### src/rtl/alu_pkg.sv
// Shared ALU datapath definitions: divider FSM encoding and sizing helpers.
package alu_pkg;

  localparam int DEFAULT_WIDTH = 32;

  typedef enum logic [1:0] {
    ST_IDLE   = 2'd0,
    ST_CALC   = 2'd1,
    ST_FINISH = 2'd2
  } div_state_e;

  // Step counter must hold 0..width-1 with a spare bit of headroom.
  function automatic int cnt_width(input int width);
    return $clog2(width) + 1;
  endfunction

  localparam int DEFAULT_CNT_W = cnt_width(DEFAULT_WIDTH);

endpackage

### src/rtl/unsigned_div_step.sv
// One combinational restoring-division step on unsigned magnitudes.
module unsigned_div_step #(
  parameter int WIDTH = 32
) (
  input  logic [WIDTH-1:0] rem_prev,
  input  logic             dividend_bit,
  input  logic [WIDTH-1:0] divisor_mag,
  output logic [WIDTH-1:0] rem_next,
  output logic             q_bit
);

  logic [WIDTH:0] shifted;
  logic [WIDTH:0] diff;

  // rem_prev < divisor_mag, so the shifted value needs one extra bit and
  // a non-negative difference always fits back into WIDTH bits.
  assign shifted  = {rem_prev, dividend_bit};
  assign diff     = shifted - {1'b0, divisor_mag};
  assign q_bit    = ~diff[WIDTH];
  assign rem_next = q_bit ? diff[WIDTH-1:0] : shifted[WIDTH-1:0];

endmodule

### src/rtl/signed_number_32_bit_divider.sv
// Sequential signed divider: restoring division on magnitudes, one quotient
// bit per clock, then sign correction. Start/done handshake like the multiplier.
//
// state     | meaning
// ST_IDLE   | waiting for start; results from last operation held
// ST_CALC   | one restoring step per clock, WIDTH steps total
// ST_FINISH | apply signs, pulse done, return to idle
module signed_number_32_bit_divider
  import alu_pkg::*;
#(
  parameter int WIDTH = DEFAULT_WIDTH
) (
  input  logic             clk,
  input  logic             rst,
  input  logic             start,
  input  logic [WIDTH-1:0] dividend,
  input  logic [WIDTH-1:0] divisor,
  output logic [WIDTH-1:0] quotient,
  output logic [WIDTH-1:0] remainder,
  output logic             done,
  output logic             busy,
  output logic             div_by_zero
);

  localparam int CW = cnt_width(WIDTH);

  div_state_e     state;
  logic [WIDTH-1:0] a_mag;
  logic [WIDTH-1:0] b_mag;
  logic [WIDTH-1:0] r_mag;
  logic [CW-1:0]    count;
  logic             sign_q;
  logic             sign_r;
  logic [WIDTH-1:0] rem_next;
  logic             q_bit;

  unsigned_div_step #(.WIDTH(WIDTH)) u_step (
    .rem_prev     (r_mag),
    .dividend_bit (a_mag[WIDTH-1]),
    .divisor_mag  (b_mag),
    .rem_next     (rem_next),
    .q_bit        (q_bit)
  );

  always_ff @(posedge clk or negedge rst) begin
    if (!rst) begin
      state       <= ST_IDLE;
      a_mag       <= '0;
      b_mag       <= '0;
      r_mag       <= '0;
      count       <= '0;
      sign_q      <= 1'b0;
      sign_r      <= 1'b0;
      quotient    <= '0;
      remainder   <= '0;
      done        <= 1'b0;
      busy        <= 1'b0;
      div_by_zero <= 1'b0;
    end else begin
      done        <= 1'b0;
      div_by_zero <= 1'b0;
      case (state)
        ST_IDLE: begin
          if (start) begin
            a_mag  <= dividend[WIDTH-1] ? -dividend : dividend;
            b_mag  <= divisor[WIDTH-1] ? -divisor : divisor;
            sign_q <= dividend[WIDTH-1] ^ divisor[WIDTH-1];
            sign_r <= dividend[WIDTH-1];
            r_mag  <= '0;
            count  <= '0;
            busy   <= 1'b1;
            state  <= (divisor == '0) ? ST_FINISH : ST_CALC;
          end
        end
        ST_CALC: begin
          // a_mag doubles as the quotient shift register as dividend bits leave it.
          a_mag <= {a_mag[WIDTH-2:0], q_bit};
          r_mag <= rem_next;
          count <= count + 1'b1;
          if (count == CW'(WIDTH - 1)) state <= ST_FINISH;
        end
        ST_FINISH: begin
          if (b_mag == '0) begin
            // a_mag still holds |dividend|; re-signing restores the original.
            quotient    <= '1;
            remainder   <= sign_r ? -a_mag : a_mag;
            div_by_zero <= 1'b1;
          end else begin
            quotient  <= sign_q ? -a_mag : a_mag;
            remainder <= sign_r ? -r_mag : r_mag;
          end
          done  <= 1'b1;
          busy  <= 1'b0;
          state <= ST_IDLE;
        end
        default: state <= ST_IDLE;
      endcase
    end
  end

endmodule
### config.mk
export PLATFORM = sky130hd
export DESIGN_NAME = signed_number_32_bit_divider
export DESIGN_NICKNAME = d
export VERILOG_FILES = /design/src/rtl/alu_pkg.sv /design/src/rtl/unsigned_div_step.sv /design/src/rtl/signed_number_32_bit_divider.sv
export SDC_FILE = /design/constraint.sdc
export NUM_CORES = 1
export LEC_CHECK = 0
export CAP_MARGIN = 15
export CELL_PAD_IN_SITES_DETAIL_PLACEMENT = 1
export CELL_PAD_IN_SITES_GLOBAL_PLACEMENT = 1
export CORE_ASPECT_RATIO = 2
export CORE_MARGIN = 2
export CORE_UTILIZATION = 43
export DETAILED_ROUTE_END_ITERATION = 8
export PLACE_DENSITY_LB_ADDON = 0.08
export SYNTH_ARGS = -nofsm -noshare
export SYNTH_HDL_FRONTEND = slang
export SYNTH_SLANG_ARGS = --single-unit
### constraint.sdc
create_clock -name clk -period 4.3 [get_ports clk]
set_input_delay 0.86 -clock clk [delete_from_list [all_inputs] [get_ports clk]]
set_output_delay 0.86 -clock clk [all_outputs]
set_load 0.01 [all_outputs]
# Word-level counts from Yosys, hierarchy flattened
# Cells that the tools add are included.
[totals]
reg_bits = 173
ramBits = 0
inputBits = 67
mem_count = 0
wordCells = 57
output_inout_bits = 67
latchBits = 0
mem_bits_ro = 0
[classes]
muxes = 23
mul = 0
div_mod_pow = 0
eq_ne = 5
shifts = 0
n_bitwise = 2
add_sub_neg = 6
n_lt_le_gt_ge = 0
reduce_logical = 9
[ops]
columns = ["operator", "n"]
rows = [
  ["32-bit 2-to-1 mux", 10],
  ["32-bit negation", 4],
  ["32-bit one-hot mux with 2 select lines", 2],
  ["32-bit logical NOT", 2],
  ["33-bit by 32-bit subtractor with 33-bit output", 1],
  ["6-bit one-hot mux with 2 select lines", 1],
  ["2-bit AND reduction", 4],
  ["6-bit by 1-bit adder with 6-bit output (second input constant)", 1],
  ["6-bit by 5-bit equality test with 1-bit output (second input constant)", 1],
  ["2-bit 2-to-1 mux", 3],
  ["6-bit 2-to-1 mux", 1],
  ["1-bit 2-to-1 mux", 4],
  ["2-bit inequality test (second input constant)", 2],
  ["2-bit one-hot mux with 2 select lines", 1],
  ["2-bit nonzero test", 2],
  ["2-bit by 1-bit equality test with 1-bit output (second input constant)", 1],
  ["2-bit equality test (second input constant)", 1],
  ["2-bit logical NOT", 1],
  ["1-bit one-hot mux with 2 select lines", 1],
  ["1-bit inverter", 1],
  ["1-bit bitwise XOR", 1],
]

# Logic depth before layout (Yosys ltp)
[logic_depth]
depth_word = 4
depth_mapped = 13

# Cells and area by module
# Synthesis repeated with hierarchy kept, for this count alone.
[hier_totals]
hier_cells = 1448
area_unflattened_um2 = 12363.1
[by_module_without_submodules]
columns = ["module", "area_each_um2", "seq_area_each_um2", "cells_each", "n_inst"]
rows = [
  ["signed_number_32_bit_divider", 10045.9, 4329.2, 1139, 1],
  ["unsigned_div_step", 2317.2, 0.0, 309, 1],
]

# Least setup slack after synthesis
# No wires, ideal clock.
[synth_path]
path_kind = "input to register"
startpoint = "input port divisor[2]"
endpoint = "register b_mag[29]"
arrival_ns = 3.110
t_required_ns = 4.165
setup_time_ns = 0.135
slack_ns = 1.055
stages = 9
path_cell_list = "nor4_1 > nand4b_1 > or4_1 > or4_1 > nor4_2 > nand2_1 > o41ai_1 > xor2_1 > o21ai_0"
[synth_via]
elab_chain_cells = 2
[synth_rtl]
columns = ["item", "line_no", "source"]
rows = [
  ["start: declaration", "signed_number_32_bit_divider.sv:17", "input logic [WIDTH-1:0] divisor,"],
  ["32-bit negation", "signed_number_32_bit_divider.sv:66", "b_mag <= divisor[WIDTH-1] ? -divisor : divisor;"],
  ["32-bit 2-to-1 mux", "signed_number_32_bit_divider.sv:66", ""],
  ["end signal: assignment", "signed_number_32_bit_divider.sv:66", ""],
  ["end: declaration", "signed_number_32_bit_divider.sv:29", "logic [WIDTH-1:0] b_mag;"],
]
# Every way passes these cells.
# A chain may end at the register's enable or synchronous reset.

# Worst setup path after layout
[layout_path]
startpoint = "input port divisor[2]"
endpoint = "register b_mag[30]"
# Same word-level chain as after synthesis.

==> impl_metrics.py <==
metrics = {
    "run_status": {
        "status": "finished clean",
    },
    "timing": {
        "setup_viol": 0,
        "slew_violations": 0,
        "final.period_utilization": 0.899,
        "fin_crit_ns": 3.87,
        "fmax_mhz": 259,
        "hold_viol": 0,
        "worst_pin_slew_ns": 1.13,
        "rsz0062_at_grt": "false",
        "setup_ws_ns": 0.432,
        "setup_tns_ns": 0,
        "max-slew-margin-rel": 0.249,
        "clock_skew_ns": 0.0138,
    },
    "yosys": {
        "avgSynthCellArea_sq_um": 8.24,
        "yosys_warnings": 0,
        "synth_seq_cells": 173,
        "synth_cells": 1471,
        "synth-main-ff-cell": "dfrtp_1",
        "yosysUniqueCellTypes": 71,
        "netlist_area_sq_um": 12100,
        "yosysSeqAreaShare": 0.357,
        "synth_top_area_share": 0.357,
        "synth_top_cell_by_area": "dfrtp_1",
        "synth_area_leaders": "dfrtp_1, nand2_1, o21ai_0, xnor2_1, xor2_1",
        "async_flop_share": 1.00,
        "synth-edff-count": 0,
        "synth.net_count": 1576,
    },
    "floorplanning": {
        "die_x_microns": 123,
        "die_h_microns": 241,
        "core_sq_um": 28000,
        "start_util": 0.433,
        "num_io_pins": 134,
        "dieArea_sq_um": 29600,
        "row_count": 87,
    },
    "final_layout": {
        "syn_to_final_growth_pct": 18.8,
        "drive_gt1_frac": 0.0536,
        "nNetsFinal": 1659,
        "finalInstanceArea_sq_um": 14400,
        "final_core_util": 0.515,
        "n_antenna_cell": 0,
    },
    "setup_path": {
        "crit_cells": 10,
        "r2r_cells": 12,
        "crit_path_start": "divisor[2]",
        "crit_arrival_ns": 4.17,
        "slowest_stage": "clkdlybuf4s50_1",
        "worstReg2RegEnd": "r_mag[30]$_DFFE_PN0P_",
        "crit_chain": "clkdlybuf4s50_1 > nor4_1 > nor2b_1 > nand3_1 > or4_1 > nor4_1 > nand3_1 > o41ai_1 > xor2_1 > o21ai_0",
        "critPathCapture": "b_mag[30]$_DFFE_PN0P_",
        "cp-end-kind": "flip-flop",
        "path_buf_inv": 1,
        "crit_required_ns": 4.61,
        "max_stage_delay_ns": 0.50,
        "critPathTopFamily": "simple AND/OR/NAND/NOR gates",
        "r2r-start": "b_mag[0]$_DFFE_PN0P_",
        "worst_setup_path_start_kind": "primary input",
        "worstPathMaxFanout": 5,
        "path_class": "primary input to flip-flop",
        "regToRegSetupSlack_ns": 0.62,
    },
    "global_route": {
        "grt_pass1_wl_microns": 64200,
        "grt_max_degree": 96,
        "antenna_found_initial": 1,
        "grt_pass1_vias": 11700,
        "globalRouteOverflowTotal": 0,
        "grtUsageTotal": 0.277,
    },
    "pwr": {
        "p_sw_frac": 0.478,
        "p_int_mw": 6.86,
        "p_leak_nw": 5.99,
        "ir_drop_uv": 496,
        "pwr-share-clk": 0.128,
        "pwr-share-seq": 0.273,
        "total_power_mw": 13.2,
        "p_switching_mw": 6.29,
        "power_density_nw_per_um2": 913,
        "comb_power_share": 0.599,
    },
    "route": {
        "drt_first_pass_iters": 5,
        "drt-total-wl_microns": 39700,
        "ant_nets": 0,
        "vias": 11200,
        "wire_per_inst_microns": 20.7,
        "route.detailed.drc": 0,
        "dr.first_iter.drc_count": 653,
        "vias_per_cell": 5.82,
    },
    "place": {
        "place_area_sq_um": 13800,
        "dp_hpwl_microns": 30600,
        "finalWeightedCongestion": 0.849,
        "dp_slack_ns": -0.0336,
        "io_buffers": 133,
    },
    "clock_network": {
        "ctsResizeCount": 0,
        "ctsLongestPathBuffers": 2,
        "cts_sinks": 173,
        "clk_latency_ns": 0.45,
        "cts-root-buf": "clkbuf_16",
        "cts_tree": "done",
        "postCtsSetupRepairBufs": 0,
        "hold_buffers": 0,
        "numCtsBuffers": 17,
        "clk_pin_slew_ns": 0.07,
        "htreeDepth": 4,
    },
    "hold_path": {
        "min_path_type": "primary input to async pin",
    },
    "run": {
        "maxCapViolations": 0,
    },
}
-- cell families (layout without fill, tap and decap cells) --
family          after synthesis  after routing  share of synthesized area
compound gates              432            432                      0.219
xor+xnor                    174            174                      0.126
fa+ha+maj                    38             38                     0.0398
buf+inv                     147            242                     0.0466
flops                       173            173                      0.357
mux                          34             34                     0.0292
simple gates                473            473                      0.182
-- routing by layer --
layer | track usage | part of all wire | vias to the layer above
met3 | 0.0325 | 0.029 | 68
met1 | 0.346 | 0.42 | 5572
li1 | - | - | 5343
met5 | 0 | 0.00033 | -
met4 | 0.112 | 0.034 | 2
met2 | 0.480 | 0.51 | 202
-- per-stage QoR --
step	hold WS (ns)	std cells
2_1_floorplan	0.446	1471
3_3_place_gp	0.451	1891
3_5_place_dp	0.460	1891
4_1_cts	0.475	1922
5_1_grt	0.498	1922
6_report	0.462	1922
-- sequential cells by signal (all words and copies together), names as in the netlist --
name and count:
done 1, count 6, div_by_zero 1, sign_r 1, b_mag 32, state 2, r_mag 32, busy 1
quotient 32, sign_q 1, remainder 32, a_mag 32
-- final cells by class --
class	count	area, sq um
fillers	3339	13600
multi-input cells	1151	7260
inverters	52	195
clock buffers	19	443
repair buffers	159	1540
clock inverters	12	184
flip-flops and latches	173	4330
well taps	356	445
-- power groups by stage --
stage               Clock, mW  Combinational, mW  Sequential (mW)
global placement            0               7.58             3.55
floorplan                   0               5.42             3.12
detailed placement          0               7.85             3.60
finish                   1.68               7.88             3.59
CTS                      1.72               7.92             3.57
global route             1.78               8.75             3.70
-- worst register-to-register path, cell delays in order, from the launching register on --
cell	delay (ns)
dfrtp_1	0.46
ha_1	0.26
fa_1	0.41
nor2b_1	0.23
o31ai_1	0.16
buf_4	0.18
a2111o_1	0.41
a31oi_1	0.50
a311oi_1	0.21
o31ai_1	0.36
xnor2_1	0.17
mux2i_1	0.09
o21ai_0	0.15
-- cell usage in the layout (no fill, tap or decap), types with 13 or more instances in the layout --
cell / n
o31ai_1: 36
or4_1: 17
dfrtp_1: 172
a21o_1: 18
xnor2_1: 88
buf_4: 25
ha_1: 37
clkbuf_16: 17
mux2i_1: 32
nand3_1: 16
or3_1: 24
nand2_1: 238
nor2_1: 72
nor4_1: 13
o21ai_0: 180
inv_1: 50
clkdlybuf4s50_1: 132
nor3_1: 22
xor2_1: 85
a21oi_1: 80
-- worst min-delay path by stage --
stage / from / to / slack, ns / cells past startpoint
after global routing: busy$_DFFE_PN0P_ / busy$_DFFE_PN0P_ / 0.50 / 2
after floorplan: count[5]$_DFFE_PN0P_ / count[5]$_DFFE_PN0P_ / 0.45 / 1
after detailed placement: quotient[0]$_DFFE_PN0P_ / quotient[0]$_DFFE_PN0P_ / 0.46 / 2
after CTS: quotient[0]$_DFFE_PN0P_ / quotient[0]$_DFFE_PN0P_ / 0.47 / 2
final: rst / b_mag[8]$_DFFE_PN0P_ / 0.46 / 1
after global placement: quotient[0]$_DFFE_PN0P_ / quotient[0]$_DFFE_PN0P_ / 0.45 / 2
-- cell usage after synthesis (12+ instances only) --
library cell and n:
nand2_1 240, o21ai_0 180, dfrtp_1 173, xnor2_1 88, xor2_1 86, clkbuf_1 82, a21oi_1 80, nor2_1 73
inv_1 50, ha_1 37, o31ai_1 36, mux2i_1 32, or3_1 24, nor3_1 22, a21o_1 18, or4_1 17
nand3_1 16, nor4_1 13, a22oi_1 12, o21a_1 12, o22ai_1 12, o41ai_1 12
Note: power is estimated with default switching activity, not from simulation.
